**config.mk**
```make
export PLATFORM = sky130hd
export DESIGN_NAME = bus_slave_resp_mux
export DESIGN_NICKNAME = d
export VERILOG_FILES = /design/src/rtl/bus_slave_resp_mux_pkg.sv /design/src/rtl/bus_resp_timer.sv /design/src/rtl/bus_slave_resp_mux.sv
export SDC_FILE = /design/constraint.sdc
export NUM_CORES = 1
export LEC_CHECK = 0
export ABC_CLOCK_PERIOD_IN_PS = 14700
export CAP_MARGIN = 30
export CORE_AREA = 3 3 119 121
export CTS_BUF_LIST = sky130_fd_sc_hd__clkbuf_4 sky130_fd_sc_hd__clkbuf_8 sky130_fd_sc_hd__clkbuf_16
export DETAILED_ROUTE_END_ITERATION = 10
export DIE_AREA = 0 0 122 124
export GPL_ROUTABILITY_DRIVEN = 0
export SETUP_SLACK_MARGIN = 0.4
export SYNTH_ARGS = -nofsm -noshare
export SYNTH_HDL_FRONTEND = slang
export SYNTH_SLANG_ARGS = --single-unit
```
**constraint.sdc**
```tcl
create_clock -name clk -period 14.7 [get_ports clk]
set_input_delay 2.94 -clock clk [delete_from_list [all_inputs] [get_ports clk]]
set_output_delay 2.94 -clock clk [all_outputs]
set_load 0.02 [all_outputs]
```
**src/rtl/bus_slave_resp_mux_pkg.sv**
```systemverilog
// -----------------------------------------------------------------------------
// bus_slave_resp_mux_pkg
//   Shared constants and types for the slave read-response multiplexer.
//   - ENABLE_ / DISABLE_ : active-low bus strobe levels used by the fabric.
//   - BUS_SLAVE_TIMEOUT_CYC : default response timeout in clock cycles.
//   - BusErrData : word returned to the master when an access is aborted.
//   - tmr_state_e : state encoding of the response timeout FSM.
// -----------------------------------------------------------------------------
package bus_slave_resp_mux_pkg;

    // Active-low strobe levels of the shared bus
    localparam logic ENABLE_  = 1'b0;
    localparam logic DISABLE_ = 1'b1;

    // Word width of the shared data bus
    localparam int WORD_DATA_W = 32;

    // Default cycles a slave may stall before the access is forcibly ended
    localparam int BUS_SLAVE_TIMEOUT_CYC = 255;

    // Data pattern returned on a timed-out access
    localparam logic [31:0] BusErrData = 32'hDEAD_BEEF;

    // Response timeout FSM states
    typedef enum logic [1:0] {
        TMR_IDLE  = 2'b00,  // no chip select active
        TMR_WAIT  = 2'b01,  // access pending, counting stalled cycles
        TMR_ABORT = 2'b10,  // one-cycle forced error completion
        TMR_HOLD  = 2'b11   // wait for chip selects to drop after abort
    } tmr_state_e;

endpackage : bus_slave_resp_mux_pkg

```
**src/rtl/bus_resp_timer.sv**
```systemverilog
// -----------------------------------------------------------------------------
// bus_resp_timer
//   Per-transaction response timeout for bus_slave_resp_mux. Counts cycles in
//   which the selected slave keeps its ready deasserted and, once the count
//   reaches TIMEOUT_CYC, signals a one-cycle abort followed by a hold phase
//   that lasts until every chip select is released.
//
//   Ports:
//     clk       in   system clock
//     reset_    in   synchronous active-low reset
//     any_cs    in   at least one slave chip select asserted this cycle
//     sel_rdy_  in   ready (active low) of the currently selected slave
//     sel_chg   in   selected slave index differs from the previous cycle
//     abort     out  registered: current cycle is the forced error completion
//     hold      out  registered: post-abort hold, slave ready must be ignored
// -----------------------------------------------------------------------------
module bus_resp_timer
    import bus_slave_resp_mux_pkg::*;
#(
    parameter int TIMEOUT_CYC = BUS_SLAVE_TIMEOUT_CYC
) (
    input  logic clk,
    input  logic reset_,
    input  logic any_cs,
    input  logic sel_rdy_,
    input  logic sel_chg,
    output logic abort,
    output logic hold
);

    localparam int               CNT_W   = $clog2(TIMEOUT_CYC + 1);
    localparam logic [CNT_W-1:0] CNT_MAX = CNT_W'(TIMEOUT_CYC);
    localparam logic [CNT_W-1:0] CNT_ONE = CNT_W'(1);
    localparam logic [CNT_W-1:0] CNT_ZERO = {CNT_W{1'b0}};

    tmr_state_e       state_q, state_d;
    logic [CNT_W-1:0] cnt_q, cnt_d;
    logic             abort_q, abort_d;
    logic             hold_q, hold_d;
    logic [CNT_W-1:0] base_s;
    logic [CNT_W-1:0] inc_s;

    // Next-state, counter and output decode for the timeout FSM
    always_comb begin
        state_d = state_q;
        cnt_d   = cnt_q;
        // A new slave index starts a fresh count, this cycle being its first
        if (sel_chg) begin
            base_s = CNT_ZERO;
        end else begin
            base_s = cnt_q;
        end
        // Saturating increment; the counter never wraps
        if (base_s >= CNT_MAX) begin
            inc_s = CNT_MAX;
        end else begin
            inc_s = base_s + CNT_ONE;
        end

        case (state_q)
            // IDLE and WAIT share one decode: IDLE simply has a zero count,
            // so the cycle in which cs_ first asserts is already counted.
            TMR_IDLE, TMR_WAIT: begin
                if (!any_cs) begin
                    state_d = TMR_IDLE;
                    cnt_d   = CNT_ZERO;
                end else if (sel_rdy_ == ENABLE_) begin
                    // Completed; a still-asserted cs_ is a back-to-back access
                    state_d = TMR_WAIT;
                    cnt_d   = CNT_ZERO;
                end else if (inc_s >= CNT_MAX) begin
                    state_d = TMR_ABORT;
                    cnt_d   = CNT_ZERO;
                end else begin
                    state_d = TMR_WAIT;
                    cnt_d   = inc_s;
                end
            end
            TMR_ABORT: begin
                state_d = TMR_HOLD;
                cnt_d   = CNT_ZERO;
            end
            TMR_HOLD: begin
                if (any_cs) begin
                    state_d = TMR_HOLD;
                end else begin
                    state_d = TMR_IDLE;
                end
                cnt_d = CNT_ZERO;
            end
            default: begin
                state_d = TMR_IDLE;
                cnt_d   = CNT_ZERO;
            end
        endcase

        abort_d = (state_d == TMR_ABORT);
        hold_d  = (state_d == TMR_HOLD);
    end

    // State, counter and registered output flops with synchronous reset
    always_ff @(posedge clk) begin
        if (!reset_) begin
            state_q <= TMR_IDLE;
            cnt_q   <= CNT_ZERO;
            abort_q <= 1'b0;
            hold_q  <= 1'b0;
        end else begin
            state_q <= state_d;
            cnt_q   <= cnt_d;
            abort_q <= abort_d;
            hold_q  <= hold_d;
        end
    end

    assign abort = abort_q;
    assign hold  = hold_q;

endmodule : bus_resp_timer

```
**src/rtl/bus_slave_resp_mux.sv**
```systemverilog
// -----------------------------------------------------------------------------
// bus_slave_resp_mux
//   Slave-to-master read-response multiplexer. The lowest-index slave with its
//   chip select asserted drives read data and ready back to the master in the
//   same cycle. A sticky flag records any cycle with overlapping chip selects.
//
//   Optional feature, macro BUS_SLAVE_RESP_TIMEOUT_EN:
//     defined     - bus_resp_timer terminates an access whose slave stalls for
//                   TIMEOUT_CYC cycles with a one-cycle ERR_DATA/m_err response.
//     undefined   - pure priority mux plus multi_sel_err; m_err tied low.
//
//   Ports:
//     clk            in   system clock
//     reset_         in   synchronous active-low reset (also forces outputs)
//     s_cs_          in   per-slave chip select, active low
//     s_rd_data      in   packed slave read data, slave i at [i*DATA_W +: DATA_W]
//     s_rdy_         in   per-slave ready, active low
//     err_clr        in   clears multi_sel_err (a coincident set wins)
//     m_rd_data      out  read data to master
//     m_rdy_         out  ready to master, active low
//     m_err          out  one-cycle pulse on timeout termination
//     m_sel          out  granted slave index, 0 when none
//     multi_sel_err  out  sticky overlapping chip select flag
// -----------------------------------------------------------------------------
module bus_slave_resp_mux
    import bus_slave_resp_mux_pkg::*;
#(
    parameter int                NUM_SLAVES  = 8,
    parameter int                DATA_W      = WORD_DATA_W,
    parameter int                TIMEOUT_CYC = BUS_SLAVE_TIMEOUT_CYC,
    parameter logic [DATA_W-1:0] ERR_DATA    = DATA_W'(BusErrData)
) (
    input  logic                         clk,
    input  logic                         reset_,
    input  logic [NUM_SLAVES-1:0]        s_cs_,
    input  logic [NUM_SLAVES*DATA_W-1:0] s_rd_data,
    input  logic [NUM_SLAVES-1:0]        s_rdy_,
    input  logic                         err_clr,
    output logic [DATA_W-1:0]            m_rd_data,
    output logic                         m_rdy_,
    output logic                         m_err,
    output logic [$clog2(NUM_SLAVES)-1:0] m_sel,
    output logic                         multi_sel_err
);

    localparam int SEL_W = $clog2(NUM_SLAVES);

    // Reject unsupported configurations at elaboration time
    if ((NUM_SLAVES < 2) || (NUM_SLAVES > 16) || (TIMEOUT_CYC < 1) ||
        ($bits(ERR_DATA) != DATA_W)) begin : g_param_check
        $error("bus_slave_resp_mux: unsupported parameter set");
    end

    // Lowest asserted (active-low) chip select wins; 0 when none asserted
    function automatic logic [SEL_W-1:0] prio_enc(input logic [NUM_SLAVES-1:0] cs_n);
        logic [SEL_W-1:0] idx;
        idx = {SEL_W{1'b0}};
        for (int i = NUM_SLAVES - 1; i >= 0; i--) begin
            if (cs_n[i] == ENABLE_) begin
                idx = SEL_W'(i);
            end else begin
                idx = idx;
            end
        end
        return idx;
    endfunction

    // True when two or more chip selects are asserted together
    function automatic logic multi_hot(input logic [NUM_SLAVES-1:0] cs_n);
        logic [4:0] n;
        n = 5'd0;
        for (int i = 0; i < NUM_SLAVES; i++) begin
            if (cs_n[i] == ENABLE_) begin
                n = n + 5'd1;
            end else begin
                n = n;
            end
        end
        return (n >= 5'd2);
    endfunction

    logic [SEL_W-1:0]  sel_s;
    logic              any_cs_s;
    logic [DATA_W-1:0] sel_data_s;
    logic              sel_rdy_s;
    logic              abort_s;
    logic              hold_s;
    logic              multi_sel_err_q, multi_sel_err_d;

    // Priority selection and slave data/ready steering
    always_comb begin
        sel_s      = prio_enc(s_cs_);
        any_cs_s   = ~(&s_cs_);
        sel_data_s = {DATA_W{1'b0}};
        sel_rdy_s  = DISABLE_;
        for (int i = 0; i < NUM_SLAVES; i++) begin
            if (SEL_W'(i) == sel_s) begin
                sel_data_s = s_rd_data[i*DATA_W +: DATA_W];
                sel_rdy_s  = s_rdy_[i];
            end else begin
                sel_data_s = sel_data_s;
                sel_rdy_s  = sel_rdy_s;
            end
        end
    end

`ifdef BUS_SLAVE_RESP_TIMEOUT_EN
    logic [SEL_W-1:0] sel_prev_q, sel_prev_d;
    logic             any_cs_prev_q, any_cs_prev_d;
    logic             sel_chg_s;

    // Detect a switch to a different slave while an access is in flight
    always_comb begin
        sel_prev_d    = sel_s;
        any_cs_prev_d = any_cs_s;
        if (any_cs_s && any_cs_prev_q && (sel_s != sel_prev_q)) begin
            sel_chg_s = 1'b1;
        end else begin
            sel_chg_s = 1'b0;
        end
    end

    // Previous-cycle selection history with synchronous reset
    always_ff @(posedge clk) begin
        if (!reset_) begin
            sel_prev_q    <= {SEL_W{1'b0}};
            any_cs_prev_q <= 1'b0;
        end else begin
            sel_prev_q    <= sel_prev_d;
            any_cs_prev_q <= any_cs_prev_d;
        end
    end

    bus_resp_timer #(
        .TIMEOUT_CYC (TIMEOUT_CYC)
    ) u_timer (
        .clk      (clk),
        .reset_   (reset_),
        .any_cs   (any_cs_s),
        .sel_rdy_ (sel_rdy_s),
        .sel_chg  (sel_chg_s),
        .abort    (abort_s),
        .hold     (hold_s)
    );
`else
    assign abort_s = 1'b0;
    assign hold_s  = 1'b0;
`endif

    // Sticky overlap flag: a new overlap takes priority over err_clr
    always_comb begin
        if (multi_hot(s_cs_)) begin
            multi_sel_err_d = 1'b1;
        end else if (err_clr) begin
            multi_sel_err_d = 1'b0;
        end else begin
            multi_sel_err_d = multi_sel_err_q;
        end
    end

    // Overlap flag register with synchronous reset
    always_ff @(posedge clk) begin
        if (!reset_) begin
            multi_sel_err_q <= 1'b0;
        end else begin
            multi_sel_err_q <= multi_sel_err_d;
        end
    end

    // Master-side response; reset_ low overrides everything, abort beats slave
    always_comb begin
        m_rd_data     = {DATA_W{1'b0}};
        m_rdy_        = DISABLE_;
        m_err         = 1'b0;
        m_sel         = {SEL_W{1'b0}};
        multi_sel_err = 1'b0;
        if (!reset_) begin
            m_rd_data = {DATA_W{1'b0}};
        end else begin
            multi_sel_err = multi_sel_err_q;
            m_sel         = sel_s;
            if (abort_s) begin
                m_rd_data = ERR_DATA;
                m_rdy_    = ENABLE_;
                m_err     = 1'b1;
            end else if (hold_s) begin
                m_rd_data = {DATA_W{1'b0}};
            end else if (any_cs_s) begin
                m_rd_data = sel_data_s;
                m_rdy_    = sel_rdy_s;
            end else begin
                m_rd_data = {DATA_W{1'b0}};
            end
        end
    end

endmodule : bus_slave_resp_mux

```
==> After elaboration in Yosys (flattened, before gate mapping) <==
Cells that the tools add are included.
W data, S select, Z words.
{ "word_totals": {"regBits": 1, "latchBits": 0, "ram_bits": 0, "rom_bits": 0, "in_bits": 275, "wordCells": 59, "memories": 0} }
{ "classes": {"n_addsub": 7, "mul": 0, "n_div": 0, "n_lt_le_gt_ge": 1, "eq_ne": 7, "shifts": 0, "mux": 40, "n_bitwise": 0, "n_reduce_logical": 3} }
{ "ops": {"columns": ["operator", "n"], "rows": [
  ["$mux W32", 10],
  ["$add A5 B1 Y5 const B", 7],
  ["$mux W5", 7],
  ["$mux W3", 9],
  ["$mux W1", 14],
  ["$eq A3 B3 Y1 const A", 4],
  ["$reduce_and A8 Y1", 1],
  ["$eq A2 B3 Y1 const A", 2],
  ["$ge A5 B2 Y1 const B", 1],
  ["$eq A1 B3 Y1 const A", 1],
  ["$logic_not A3 Y1", 1],
  ["$reduce_bool A2 Y1", 1]
]} }

==> Logic depth before layout (Yosys ltp) <==
Gate-level depths: netlist of run 1.
{ "logic_depth": {"depth_word": 19, "mapped_depth": 25, "depth_no_buf": 22} }

==> Worst setup path after synthesis of run 1 <==
OpenSTA, ideal clock, no wires.
{ "synth_path": {"path_type": "input to output", "from": "input s_cs_[1]", "to": "output m_rd_data[13]", "t_arrival_ns": 4.977, "required_ns": 11.760, "slack_ns": 6.783, "cell_stages": 8, "path_buffers": 2, "path_cell_list": "buf_2 nand2_1 nor2_1 nand2_1 a21oi_2 buf_2 mux2i_1 a211oi_1"} }
{ "synth_between": {"elab_chain_len": 13} }
{ "synth_rtl": {"columns": ["element", "line", "text"], "rows": [
  ["start: declaration", "bus_slave_resp_mux.sv:35", "input logic [NUM_SLAVES-1:0] s_cs_,"],
  ["$mux W3 (2 in a row)", "bus_slave_resp_mux.sv:59", "if (cs_n[i] == ENABLE_) begin"],
  ["$logic_not A3 Y1", "bus_slave_resp_mux.sv:97", "if (SEL_W'(i) == sel_s) begin"],
  ["$mux W32 (8 in a row)", "bus_slave_resp_mux.sv:97", null],
  ["$mux W32 *", "bus_slave_resp_mux.sv:188", "end else if (any_cs_s) begin"],
  ["$mux W32 *", "bus_slave_resp_mux.sv:177", "if (!reset_) begin"],
  ["end: declaration", "bus_slave_resp_mux.sv:39", "output logic [DATA_W-1:0] m_rd_data,"]
]} }
Mark *: on every way between the ends. The rest lies on a longest branch, timed or not.

==> Final worst setup path of run 1 <==
{ "layout_path": {"from": "input s_cs_[1]", "to": "output m_rd_data[24]"} }
Same word-level chain as after synthesis.

==> results of run 1 <==
## cell usage after synthesis, types with 7 or more instances
| cell type | n |
|---|---|
| a211oi_1 | 24 |
| a21o_1 | 9 |
| a21oi_1 | 42 |
| a221oi_1 | 26 |
| a222oi_1 | 23 |
| a22oi_1 | 14 |
| a31oi_1 | 11 |
| clkbuf_1 | 38 |
| ha_1 | 9 |
| inv_1 | 11 |
| mux2i_1 | 28 |
| nand2_1 | 19 |
| nand2b_1 | 7 |
| nor2_1 | 72 |
| nor3_1 | 7 |
| o21ai_0 | 34 |
| o221ai_1 | 7 |
| o2bb2ai_1 | 7 |
| xnor2_1 | 8 |
## report_power, final
group,internal (W),switching [W],total (W)
Sequential,0.00000370,0.000000477,0.00000418
Clock,0,0,0
Combinational,0.000120,0.0000868,0.000207
Total,0.000123,0.0000873,0.000211
## routing by layer
metal  global-route usage, %  wire, µm  up-vias
li1                        -         -     2310
met1                   27.09      7517     2299
met2                   45.06     10110      270
met3                   4.133      1763       16
met4                   3.431       289        0
met5                       0         0        -
## through the flow
step	setup WS [ns]	area [µm²]	total power [W]
after CTS	4.694	6137	0.0002107
after global routing	4.376	6148	0.0002272
after global placement	4.543	6080	0.0002047
final	4.656	6148	0.0002107
after floorplan	6.783	2855	0.00009449
after detailed placement	4.737	6137	0.0002089
## worst paths after layout
| kind | startpoint | end | slack (ns) | cells past startpoint |
|---|---|---|---|---|
| setup / recovery | s_cs_[1] | m_rd_data[24] | 4.66 | 9 |
| hold / removal | multi_sel_err_q | multi_sel_err_q | 0.68 | 3 |
| setup reg to reg | multi_sel_err_q | multi_sel_err_q | 13.69 | 3 |
| hold reg to reg | multi_sel_err_q | multi_sel_err_q | 0.68 | 3 |
## kinds of logic (layout without fill, tap and decap cells)
kind of cell             Yosys count  in the layout
AO/OA/AOI/OAI                    211            211
XOR/XNOR                          15             15
adder cells (fa/ha/maj)            9              9
buffers and inverters             58            334
flip-flops                         1              1
multiplexers                      30             30
other                              1              1
AND/OR/NAND/NOR                  121            121
## worst min-delay path, stage by stage, from the launching register on
cell	delay (ns)
dfxtp_1	0.31
a32o_1	0.13
a21o_1	0.09
o31a_1	0.11
## area by class of cell
type	instances	area [µm²]	area share [%]
inverter	12	45.04	0.7326
multi-input combinational	387	2629	42.76
timing repair buffer	322	3234	52.60
sequential	1	20.02	0.3256
tap	176	220.2	3.582
==> results.yml, run 1 <==
global_routing:
  overflow: 0
  antenna_found_initial: 0
  grtUsageTotal_pct: 23.26
  grt_max_degree: 39
  grt_pass1_wl_mm: 27.74
  first_global_vias: 5025
sta:
  hold_ws_ns: 0.6763
  drv_slew: 0
  min_period_over_period_pct: 68.32
  setup_violations: 0
  grt_setup_unrepaired: "false"
  worstMarginPinSlew_ns: 0.8758
  setup_tns_ns: 0
  maxSlewHeadroom_pct: 41.30
  fmax_ghz: 0.09957
  finClkSkew_ns: 0
  finalHoldViolations: 0
  layout_min_cycle_time_ns: 10.04
setup_path:
  crit_arrival_ns: 7.10
  critPathMaxStageDelay_ns: 0.96
  worstPathMaxFanout: 19
  worstPathBufferInverterCount: 3
  slowest_stage: "clkdlybuf4s50_1"
  cp_top_family: "buffers and inverters"
  setup.worst_path.start_class: "input pin"
  worstPathRequired_ns: 11.76
  cp_cell_sequence: "clkdlybuf4s50_1, nand2_1, nor2_1, nand2_1, a21oi_4, buf_16, mux2i_1, a211oi_1, clkdlybuf4s50_1"
  crit_type: "input pin to output pin"
  endpoint_kind: "output pin"
synthesis:
  synthMuxAreaShare_pct: 10.60
  yosysSeqAreaShare_pct: 0.7011
  syn-cell-area_mm2: 0.002855
  ys_warn_count: 0
  synth_top_area_share_pct: 9.816
  synth-compound-area-share_pct: 52.37
  synthXorXnorAreaFrac_pct: 5.828
  ys_async_sr_fraction_pct: 0
  yosysTopAreaCell: "mux2i_1"
  synth_edf_count: 0
  syn_inst: 446
  syn_nets: 730
  synthAdderAreaFrac_pct: 3.944
  synth_flop_cell: "dfxtp_1"
  yosys.area_share.simple_pct: 18.23
  synth.area.top_cells: "mux2i_1, nor2_1, a222oi_1"
  synth_top_family_by_area: "compound AO/OA/AOI/OAI gates"
  synth.distinct_cells: 49
  postSynthAreaPerCell_um2: 6.402
  synth-seq-cells: 1
job:
  drv_cap: 0
final_layout:
  largest_reg_flops: 1
  drive_above_1_share_pct: 3.324
  final_common_cell: "clkdlybuf4s50_1"
  nNetsFinal: 1008
  largest-register: "multi_sel_err_q"
  reg_top3: "multi_sel_err_q (1)"
  fin_cells: 898
  diodes: 0
  layout_common_cells: "clkdlybuf4s50_1, nor2_1, a21oi_1, o21ai_0, mux2i_1"
  syn_to_final_growth_pct: 115.3
  fin_util_pct: 46.61
  fill_cells: 1328
floorplanning:
  die_h_um: 124
  die_area_mm2: 0.01513
  die_x_um: 122
  num_rows: 42
  io_pins: 313
  coreArea_mm2: 0.01319
  initial_core_util_pct: 21.65
power:
  p_leak_nw: 2.175
  power_density_mw_per_mm2: 34.27
  vdd.ir_drop.worst_mv: 0.01472
drt:
  vias_per_cell: 5.451
  vias: 4895
  totalWireLength_mm: 19.68
  route.detailed.drc: 0
  firstDrtPassIters: 8
  drtIter0Drc: 381
  wl_per_cell_um: 21.92
  postRouteAntennaNets: 0
clock_network:
  post-cts-setup-buffers: 0
  clock_latency_ns: 0
  hold_buffers: 0
  ctsResizeCount: 0
  cts.clk_slew.worst_paths_ns: 0
placed_design:
  dp_cells: 897
  dp_hpwl_mm: 15.97
  io_buffer_count: 311
outcome:
  status: "completed"
hold_path:
  hold_path.class: "flop to flop"
No activity file was read; power rests on OpenSTA's default activity.
==> inputs of run 2 (changes only) <==
Settings changed: ABC_CLOCK_PERIOD_IN_PS 14700 to 10200, CORE_AREA 3 3 119 121 to 3 3 120 122, DIE_AREA 0 0 122 124 to 0 0 123 125.
Clock period 14.7 ns to 10.2 ns, I/O delays scaled along.
==> run 2 against run 1 <==
Against the previous run:
- via count increased by 1.3%
- hold slack lost 0.0086 ns
- critical path type unchanged
- die area grew 1.6%
- clock skew stayed put
- register-to-register slack lost 4.5 ns
- core utilization is 0.11 points lower
- global-route usage increased by 0.11 points
==> results.yml, run 2 (same netlist as run 1, synthesis figures left out) <==
outcome:
  status: "completed"
floorplanning:
  io_pins: 313
  die_x_um: 123
  die_area_mm2: 0.01538
  num_rows: 42
  coreArea_mm2: 0.01330
  initial_core_util_pct: 21.48
  die_h_um: 125
setup_path:
  endpoint_kind: "output pin"
  worstPathBufferInverterCount: 4
  crit_type: "input pin to output pin"
  crit_arrival_ns: 5.77
  critPathMaxStageDelay_ns: 0.74
  cp_top_family: "buffers and inverters"
  slowest_stage: "clkdlybuf4s50_1"
  cp_cell_sequence: "clkdlybuf4s50_1, buf_4, nand2_1, nor2_1, nand2_1, a21oi_4, buf_16, mux2i_1, o21ai_0, clkdlybuf4s50_1"
  worstPathRequired_ns: 8.16
  setup.worst_path.start_class: "input pin"
  worstPathMaxFanout: 14
power:
  seq_power_share_pct: 1.9
  pwr-share-comb_pct: 98.1
  p_switching_w: 0.0001258
  internal_power_w: 0.0001782
  power_density_mw_per_mm2: 49.19
  power_switching_share_pct: 41.38
  vdd.ir_drop.worst_mv: 0.02265
  total_power_w: 0.0003041
  p_leak_nw: 2.191
  clkPwrFrac_pct: 0
drt:
  vias_per_cell: 5.505
  wl_per_cell_um: 22.03
  vias: 4960
  route.detailed.drc: 0
  postRouteAntennaNets: 0
  drtIter0Drc: 446
  firstDrtPassIters: 7
  totalWireLength_mm: 19.85
clock_network:
  post-cts-setup-buffers: 0
  ctsResizeCount: 0
  hold_buffers: 0
  cts.clk_slew.worst_paths_ns: 0
  clock_latency_ns: 0
sta:
  grt_setup_unrepaired: "false"
  hold_ws_ns: 0.6677
  setup_violations: 0
  min_period_over_period_pct: 76.52
  layout_min_cycle_time_ns: 7.805
  maxSlewHeadroom_pct: 52.19
  layout_setup_ws_ns: 2.395
  drv_slew: 0
  setup_tns_ns: 0
  fmax_ghz: 0.1281
  worstMarginPinSlew_ns: 0.7096
  finalHoldViolations: 0
  finClkSkew_ns: 0
final_layout:
  syn_to_final_growth_pct: 116.5
  reg_top3: "multi_sel_err_q (1)"
  largest-register: "multi_sel_err_q"
  nNetsFinal: 1010
  layout_common_cells: "clkdlybuf4s50_1, nor2_1, a21oi_1, o21ai_0, mux2i_1"
  largest_reg_flops: 1
  drive_above_1_share_pct: 3.591
  final_common_cell: "clkdlybuf4s50_1"
  fill_cells: 1341
placed_design:
  dp_hpwl_mm: 16.44
  io_buffer_count: 311
  dp_slack_ns: 2.373
global_routing:
  first_global_vias: 4906
  antenna_found_initial: 2
  grtUsageTotal_pct: 23.37
  overflow: 0
  grt_max_degree: 39
  grt_pass1_wl_mm: 28.17
job:
  drv_cap: 0
hold_path:
  hold_path.class: "flop to flop"
-- run 2: routing by layer --
metal	global-route usage, %	share of wire (%)	vias to the layer above
met2	43.17	51	281
met1	27.06	37	2337
met5	0	0.065	-
met3	4.788	9.3	26
li1	-	-	2314
met4	5.928	2.7	2
-- run 2: worst min-delay path, stage by stage, from the launching register on --
cell     delay [ns]
dfxtp_1        0.30
a32o_1         0.13
a21o_1         0.09
o31a_1         0.11
-- run 2: metrics by stage --
stage	util (%)	cells	area, µm²
floorplan	-	446	2855
global placement	45.84	896	6095
detailed placement	46.48	900	6180
CTS	46.48	900	6180
global route	46.50	901	6182
finish	46.50	901	6182
-- run 2: path summary, 6_finish.rpt --
check               endpoint  slack [ns]  cells after the start             from
max                   m_rdy_        2.39                     10         s_cs_[1]
min reg2reg  multi_sel_err_q        0.67                      3  multi_sel_err_q
min          multi_sel_err_q        0.67                      3  multi_sel_err_q
max reg2reg  multi_sel_err_q        9.20                      3  multi_sel_err_q
-- run 2: area by class of cell --
cell class | count | area [µm²] | share of cell area (%)
Inverter | 12 | 45.04 | 0.7286
Timing Repair Buffer | 324 | 3266 | 52.82
Sequential cell | 1 | 20.02 | 0.3238
Antenna cell | 1 | 2.502 | 0.04048
Multi-Input combinational cell | 387 | 2629 | 42.52
Tap cell | 176 | 220.2 | 3.562
-- run 2: power groups by stage --
stage / sequential, W / combinational [W] / clock [W]
3_3_place_gp: 0.00000593 / 0.000290 / 0
6_report: 0.00000586 / 0.000298 / 0.0000000000132
4_1_cts: 0.00000587 / 0.000299 / 0
2_1_floorplan: 0.00000571 / 0.000130 / 0
3_5_place_dp: 0.00000587 / 0.000297 / 0
5_1_grt: 0.00000608 / 0.000320 / 0.0000000000132
==> inputs of run 3 (changes only) <==
Settings changed: ABC_CLOCK_PERIOD_IN_PS 10200 to 7300.
Clock period 10.2 ns to 7.3 ns, I/O delays scaled along.
==> run 3 against run 2 <==
Against the previous run:
- power up 40%
- critical endpoint is now multi_sel_err_q
- global-route usage up 0.23 points
- first-iteration DRC count up 13%
- routed wire length down 0.19%
- final area about the same
- hold slack worse by 0.0031 ns
- final cell count up 0.78%
- register-to-register slack worse by 2.9 ns
- sequential share of layout area about the same
- sequential cell count unchanged
- combinational power up 40%
- die area unchanged
==> results.yml, run 3 (same netlist as run 1, synthesis figures left out) <==
final_layout:
  reg_top3: "multi_sel_err_q (1)"
  nNetsFinal: 1016
  drive_above_1_share_pct: 4.384
  final_common_cell: "clkdlybuf4s50_1"
  largest-register: "multi_sel_err_q"
  fill_cells: 1335
  syn_to_final_growth_pct: 116.7
  largest_reg_flops: 1
  fin_area_mm2: 0.006187
  layout_common_cells: "clkdlybuf4s50_1, nor2_1, a21oi_1, o21ai_0, mux2i_1"
sta:
  setup_violations: 0
  min_period_over_period_pct: 88.44
  layout_min_cycle_time_ns: 6.456
  worstMarginPinSlew_ns: 0.6913
  drv_slew: 0
  maxSlewHeadroom_pct: 53.91
  hold_ws_ns: 0.6646
  fmax_ghz: 0.1549
  grt_setup_unrepaired: "false"
  finalHoldViolations: 0
  setup_tns_ns: 0
  finClkSkew_ns: 0
clock_network:
  hold_buffers: 0
  ctsResizeCount: 0
  cts.clk_slew.worst_paths_ns: 0
  post-cts-setup-buffers: 0
  clock_latency_ns: 0
placed_design:
  io_buffer_count: 311
  placedInstanceArea_mm2: 0.006182
  dp_hpwl_mm: 16.40
drt:
  vias_per_cell: 5.469
  postRouteAntennaNets: 0
  drtIter0Drc: 504
  totalWireLength_mm: 19.82
  route.detailed.drc: 0
  firstDrtPassIters: 7
  wl_per_cell_um: 21.82
  route.met3.wl_mm: 1.921
  met1Wirelength_mm: 7.182
  vias: 4966
  dr.max_layer_used: "met5"
  met2_length_mm: 10.10
power:
  power_density_mw_per_mm2: 68.68
  p_leak_nw: 2.207
  vdd.ir_drop.worst_mv: 0.02759
setup_path:
  crit_type: "input pin to flop"
  worstPathBufferInverterCount: 5
  crit_arrival_ns: 6.34
  r2r-start: "multi_sel_err_q"
  slowest_stage: "clkdlybuf4s50_1"
  rr_worst_depth: 3
  reg2reg_to: "multi_sel_err_q"
  worstPathRequired_ns: 7.18
  setup.worst_path.start_class: "input pin"
  endpoint_kind: "flop"
  path_common_cell: "ha_1"
  critPathMaxStageDelay_ns: 0.50
  reg2reg_slack_ns: 6.30
  cp_top_family: "adder cells"
  cp_cell_sequence: "clkdlybuf4s50_1, buf_4, inv_2, ha_1, xor2_2, inv_1, ha_1, xor2_1, nor2_1, a21oi_1, mux2_2, ha_1, nor2_1, a31oi_1, o21bai_1, ha_1, mux2i_1, inv_1, ha_1, xnor2_1, xnor2_1, nor3_1, a31oi_1, o31a_1"
  worstPathMaxFanout: 18
floorplanning:
  num_rows: 42
  initial_core_util_pct: 21.48
  die_x_um: 123
  io_pins: 313
  coreArea_mm2: 0.01330
  die_area_mm2: 0.01538
  die_h_um: 125
global_routing:
  grt_max_degree: 38
  overflow: 0
  grtUsageTotal_pct: 23.60
  antenna_found_initial: 3
  first_global_vias: 5085
  grt_pass1_wl_mm: 28.69
hold_path:
  hold_start: "multi_sel_err_q"
  hold_path.class: "flop to flop"
  hold_end: "multi_sel_err_q"
  min_path_cells: 3
job:
  drv_cap: 0
outcome:
  status: "completed"
-- run 3: cell count changes in the layout (fill, tap and decap cells not counted), sizes merged --
cell and delta:
diode +1, buf +6
-- run 3: through the flow --
step                      worst slack [ns]  util [%]  instances  total power [W]
after floorplan                      1.336         -        446        0.0001903
after global placement               1.069     46.50        906        0.0004164
after detailed placement            0.8767     46.50        906        0.0004227
after CTS                           0.8550     46.50        906        0.0004253
after global routing                0.4166     46.54        908        0.0004564
final                               0.8437     46.54        908        0.0004249
-- run 3: worst max-delay path by stage --
| stage | from | end | slack (ns) | depth (start not counted) |
|---|---|---|---|---|
| after floorplan | s_cs_[1] | multi_sel_err_q | 1.34 | 25 |
| final | s_cs_[0] | multi_sel_err_q | 0.84 | 24 |
| after global placement | s_cs_[0] | multi_sel_err_q | 1.07 | 24 |
| after global routing | s_cs_[0] | multi_sel_err_q | 0.42 | 24 |
| after CTS | s_cs_[0] | multi_sel_err_q | 0.85 | 24 |
| after detailed placement | s_cs_[0] | multi_sel_err_q | 0.88 | 24 |
-- run 3: cell type report --
class / instances / area, µm² / area share [%]
timing repair buffer: 330 / 3268 / 52.82
sequential: 1 / 20.02 / 0.3236
inverter: 12 / 45.04 / 0.7280
multi-input combinational: 387 / 2629 / 42.49
tap: 176 / 220.2 / 3.559
antenna: 2 / 5.005 / 0.08089
-- run 3: tightest hold or removal path, cell delays in order, from the launching register on --
cell     delay [ns]
dfxtp_1        0.31
a32o_1         0.13
a21o_1         0.08
o31a_1         0.10
-- run 3: routing by layer --
layer	global-route usage [%]	vias up
li1	-	2331
met1	26.09	2273
met2	44.74	322
met3	4.788	38
met4	6.645	2
met5	0	-
-- run 3: report_power, final --
group / leakage (nW) / internal (W) / total, W / switching (W)
clock network: 0.0000127 / 0.0000000000367 / 0.0000000000367 / 0
logic: 2.20 / 0.000242 / 0.000417 / 0.000175
registers: 0.00842 / 0.00000746 / 0.00000844 / 0.000000984
==> variant 1: new RTL, settings of run 3 <==
Change the parameter `NUM_SLAVES` from 8 to 16.
--- a/src/rtl/bus_slave_resp_mux.sv
+++ b/src/rtl/bus_slave_resp_mux.sv
@@ -26,5 +26,5 @@
     import bus_slave_resp_mux_pkg::*;
 #(
-    parameter int                NUM_SLAVES  = 8,
+    parameter int                NUM_SLAVES  = 16,
     parameter int                DATA_W      = WORD_DATA_W,
     parameter int                TIMEOUT_CYC = BUS_SLAVE_TIMEOUT_CYC,
Interface: changed (resized m_sel, s_cs_, s_rd_data and s_rdy_); port bits go from 313 to 586. The function was not compared with the original's and may differ.
==> variant 1 against run 3 <==
- the run now fails in I/O pin placement (3_2_place_iop)
- area after synthesis grew 130%
==> variant 1: results (changes against run 3) <==
synth:
  syn-num-nets: 1636  # +120%
  ys.flop_type: "dfxtp_1"
  synth_area_leaders: "a21oi_1 (11%), nand2_1 (11%), o21ai_0 (9.2%)"
  ys_seq_elements: 1  # unchanged
  yosys_warnings: 0  # unchanged
  synth_cell_types: 85  # +73%
  synthCells: 1072  # +140%
  ys_seq_area_share_pct: 0.309  # -0.39 points
  ys_async_sr_fraction_pct: 0  # unchanged
  synth_common_cells: "nand2_1 (188), a21oi_1 (141), o21ai_0 (119), nor2_1 (98), clkbuf_1 (71)"
status:
  status: "stopped before the end"
  lastStage: "I/O pin placement (3_2_place_iop)"
  tool.error: "[ERROR PPL-0024] Number of IO pins (586) exceeds maximum number of available positions (440). Increase the die perimeter from 496.00um to 796.96um."
floorplan:
  die_w_um: 123  # unchanged
## variant 1: cell count changes after synthesis, moves of 13 or more
cell,run 3,this run
a21oi_1,42,141
nand2_1,19,188
clkbuf_1,38,71
mux2i_1,28,52
a211oi_1,24,4
a2111oi_0,1,14
xnor2_1,8,29
a31oi_1,11,28
o21ai_0,34,119
nor2_1,72,98
a222oi_1,23,8
o22ai_1,0,14
## variant 1: logic make-up after synthesis
family | Yosys count | share of synthesized area (%)
xor+xnor | 52 | 9.13
other cells | 1 | 0.0578
fa+ha+maj | 17 | 3.28
mux | 56 | 8.72
flops | 1 | 0.309
compound gates | 468 | 46.3
simple gates | 371 | 25.3
buf+inv | 106 | 6.95
==> variant 2: new RTL, config.mk and constraints of run 3 <==
Without the edit above. Put a register stage on the output `multi_sel_err`, without a reset. The value now appears one clock later. The other outputs are not delayed to match.
--- a/src/rtl/bus_slave_resp_mux.sv
+++ b/src/rtl/bus_slave_resp_mux.sv
@@ -46,4 +46,6 @@
     localparam int SEL_W = $clog2(NUM_SLAVES);
 
+    logic multi_sel_err_c;
+
     // Reject unsupported configurations at elaboration time
     if ((NUM_SLAVES < 2) || (NUM_SLAVES > 16) || (TIMEOUT_CYC < 1) ||
@@ -174,9 +176,9 @@
         m_err         = 1'b0;
         m_sel         = {SEL_W{1'b0}};
-        multi_sel_err = 1'b0;
+        multi_sel_err_c = 1'b0;
         if (!reset_) begin
             m_rd_data = {DATA_W{1'b0}};
         end else begin
-            multi_sel_err = multi_sel_err_q;
+            multi_sel_err_c = multi_sel_err_q;
             m_sel         = sel_s;
             if (abort_s) begin
@@ -195,4 +197,8 @@
     end
 
+    always_ff @(posedge clk) begin
+        multi_sel_err <= multi_sel_err_c;
+    end
+
 endmodule : bus_slave_resp_mux
 
Function: changed (Yosys sat finds a counterexample within 4 cycles, from zero or initial values and one cycle with reset_ low).
==> variant 2 against run 3 <==
- power rose by 20%
- area after synthesis rose by 0.70%
- sequential power rose by 77%
- via count fell by 0.75%
- worst setup slack improved by 0.0054 ns
- routed wire length fell by 1.4%
- sequential cell count rose by 1
- synthesized cell count rose by 0.22%
- design area rose by 0.89%
- first-iteration DRC count fell by 24%
- final cell count did not move
- critical endpoint is now m_rd_data[10]
- largest cell class unchanged
==> variant 2: results (changes against run 3) <==
synth:
  synth_compound_area_share_pct: 52.0  # -0.36 points
  synth_mux_area_share_pct: 10.5  # -0.074 points
  syn-num-nets: 731  # +0.14%
  synth_xor_area_share_pct: 5.79  # -0.041 points
  ys.flop_type: "dfxtp_1"
  yosys.area_share.adder_pct: 3.92  # -0.027 points
  synth_area_leaders: "mux2i_1 (9.7%), nor2_1 (9.4%), a222oi_1 (8.0%)"
  ys_async_sr_fraction_pct: 0  # unchanged
  ys_seq_area_share_pct: 1.39  # +0.69 points
  synth_edf_count: 0  # unchanged
min_path:
  worst_hold_path.endpoint: "multi_sel_err$_SDFF_PN0_"
  whs_path_depth: 1  # -2
  hold_path_startpoint: "multi_sel_err_q$_SDFFE_PN0P_"
layout:
  drive_above_1_share_pct: 4.51  # +0.13 points
  nNetsFinal: 1017  # +0.098%
  top_regs: "multi_sel_err (1), multi_sel_err_q (1)"
  fill_cells: 1349  # +1.0%
timing:
  fin_hold_ws_ns: 0.460  # -0.205 ns
  slew_headroom_pct: 50.7  # -3.2 points
  final.setup_skew_ns: 0.00155  # +0.00155 ns
global_routing:
  antenna_found_initial: 0  # -3
  grt_max_degree: 38  # unchanged
  grt_pass1_wl_um: 28300  # -1.4%
  grt_pass1_vias: 5166  # +1.6%
  track_usage_pct: 23.5  # -0.14 points
power:
  p_leak_nw: 2.23  # +1.2%
  ir_drop_v: 0.0000545  # +97%
drt:
  wirelength_um: 19500  # -1.4%
  route.top_layer_used: "met4"
  drt-pass1-iter-count: 8  # +1
  dr_wl_met3_um: 1900  # -0.99%
  met1Wirelength_um: 7300  # +1.6%
  wl_met2_um: 9810  # -2.8%
  viasPerCell: 5.43  # -0.75%
  drt_iter0_markers: 384  # -24%
cts:
  clk_latency_ns: 0.22  # +0.22 ns
  cts-resized-gates: 0  # unchanged
  cts.reportedPaths.clkPinSlew_ns: 0.03  # +0.03 ns
place:
  place_ws_ns: 0.802  # -0.0745 ns
  place_area_um2: 6160  # -0.28%
  hpwl_um: 15600  # -5.2%
worst_setup_path:
  slowest_delay_ns: 0.68  # +0.18 ns
  worstPathArrival_ns: 4.99  # -1.35 ns
  cp_max_fo: 26  # +8
  r2r_end: "multi_sel_err_q$_SDFFE_PN0P_"
  worstRegToRegCells: 3  # unchanged
  r2r_slack_ns: 6.31  # about the same
status:
  status: "completed"
[variant 2: cell types whose count changed in the layout (fill, tap and decap cells not counted), sizes merged]
cell,before,now
clkdlybuf4s50,311,310
diode,2,1
clkbuf,0,3
buf,19,17
dfxtp,1,2
[variant 2: power by group]
part / internal (W) / switching, W / leakage [nW]
logic: 0.000241 / 0.000172 / 2.18
registers: 0.0000139 / 0.000000995 / 0.0167
clock network: 0.0000696 / 0.0000119 / 0.0370
total: 0.000324 / 0.000185 / 2.23
[variant 2: cell type report]
class,instances,area share [%]
repair buffers,327,51.8
inverters,12,0.722
flip-flops and latches,2,0.641
clock buffers,3,1.20
well taps,176,3.53
diodes,1,0.0401
multi-input cells,387,42.1
[variant 2: logic make-up after synthesis]
group	count (synthesis)
flops	2
xor+xnor	15
simple gates	121
fa+ha+maj	9
other cells	1
compound gates	211
buf+inv	58
mux	30
[variant 2: worst max-delay path by stage]
stage,from,end,slack [ns],cells after the start
after global placement,s_cs_[1],m_rd_data[10],0.89,11
after CTS,s_cs_[1],m_rd_data[10],0.78,11
after detailed placement,s_cs_[1],m_rd_data[10],0.80,11
after floorplan,s_cs_[1],multi_sel_err_q$_SDFFE_PN0P_,1.34,25
final,s_cs_[1],m_rd_data[10],0.85,11
after global routing,s_cs_[1],m_rd_data[10],0.54,11
[variant 2: metal layers]
| layer | vias up | GRT usage (%) |
|---|---|---|
| li1 | 2331 | - |
| met1 | 2275 | 26.2 |
| met2 | 291 | 44.4 |
| met3 | 32 | 5.06 |
| met4 | 0 | 5.54 |
| met5 | - | 0 |
[variant 2: worst max-delay path, delay by kind of cell]
| kind | cells | cell delay [ns] |
|---|---|---|
| buf+inv | 4 | 1.87 |
| compound gates | 3 | 0.51 |
| simple gates | 4 | 1.13 |
[variant 2: per-stage QoR]
stage	utilization (%)	cells
5_1_grt	46.9	907
3_5_place_dp	46.4	904
2_1_floorplan	-	447
4_1_cts	46.9	907
6_report	47.0	908
3_3_place_gp	46.4	904
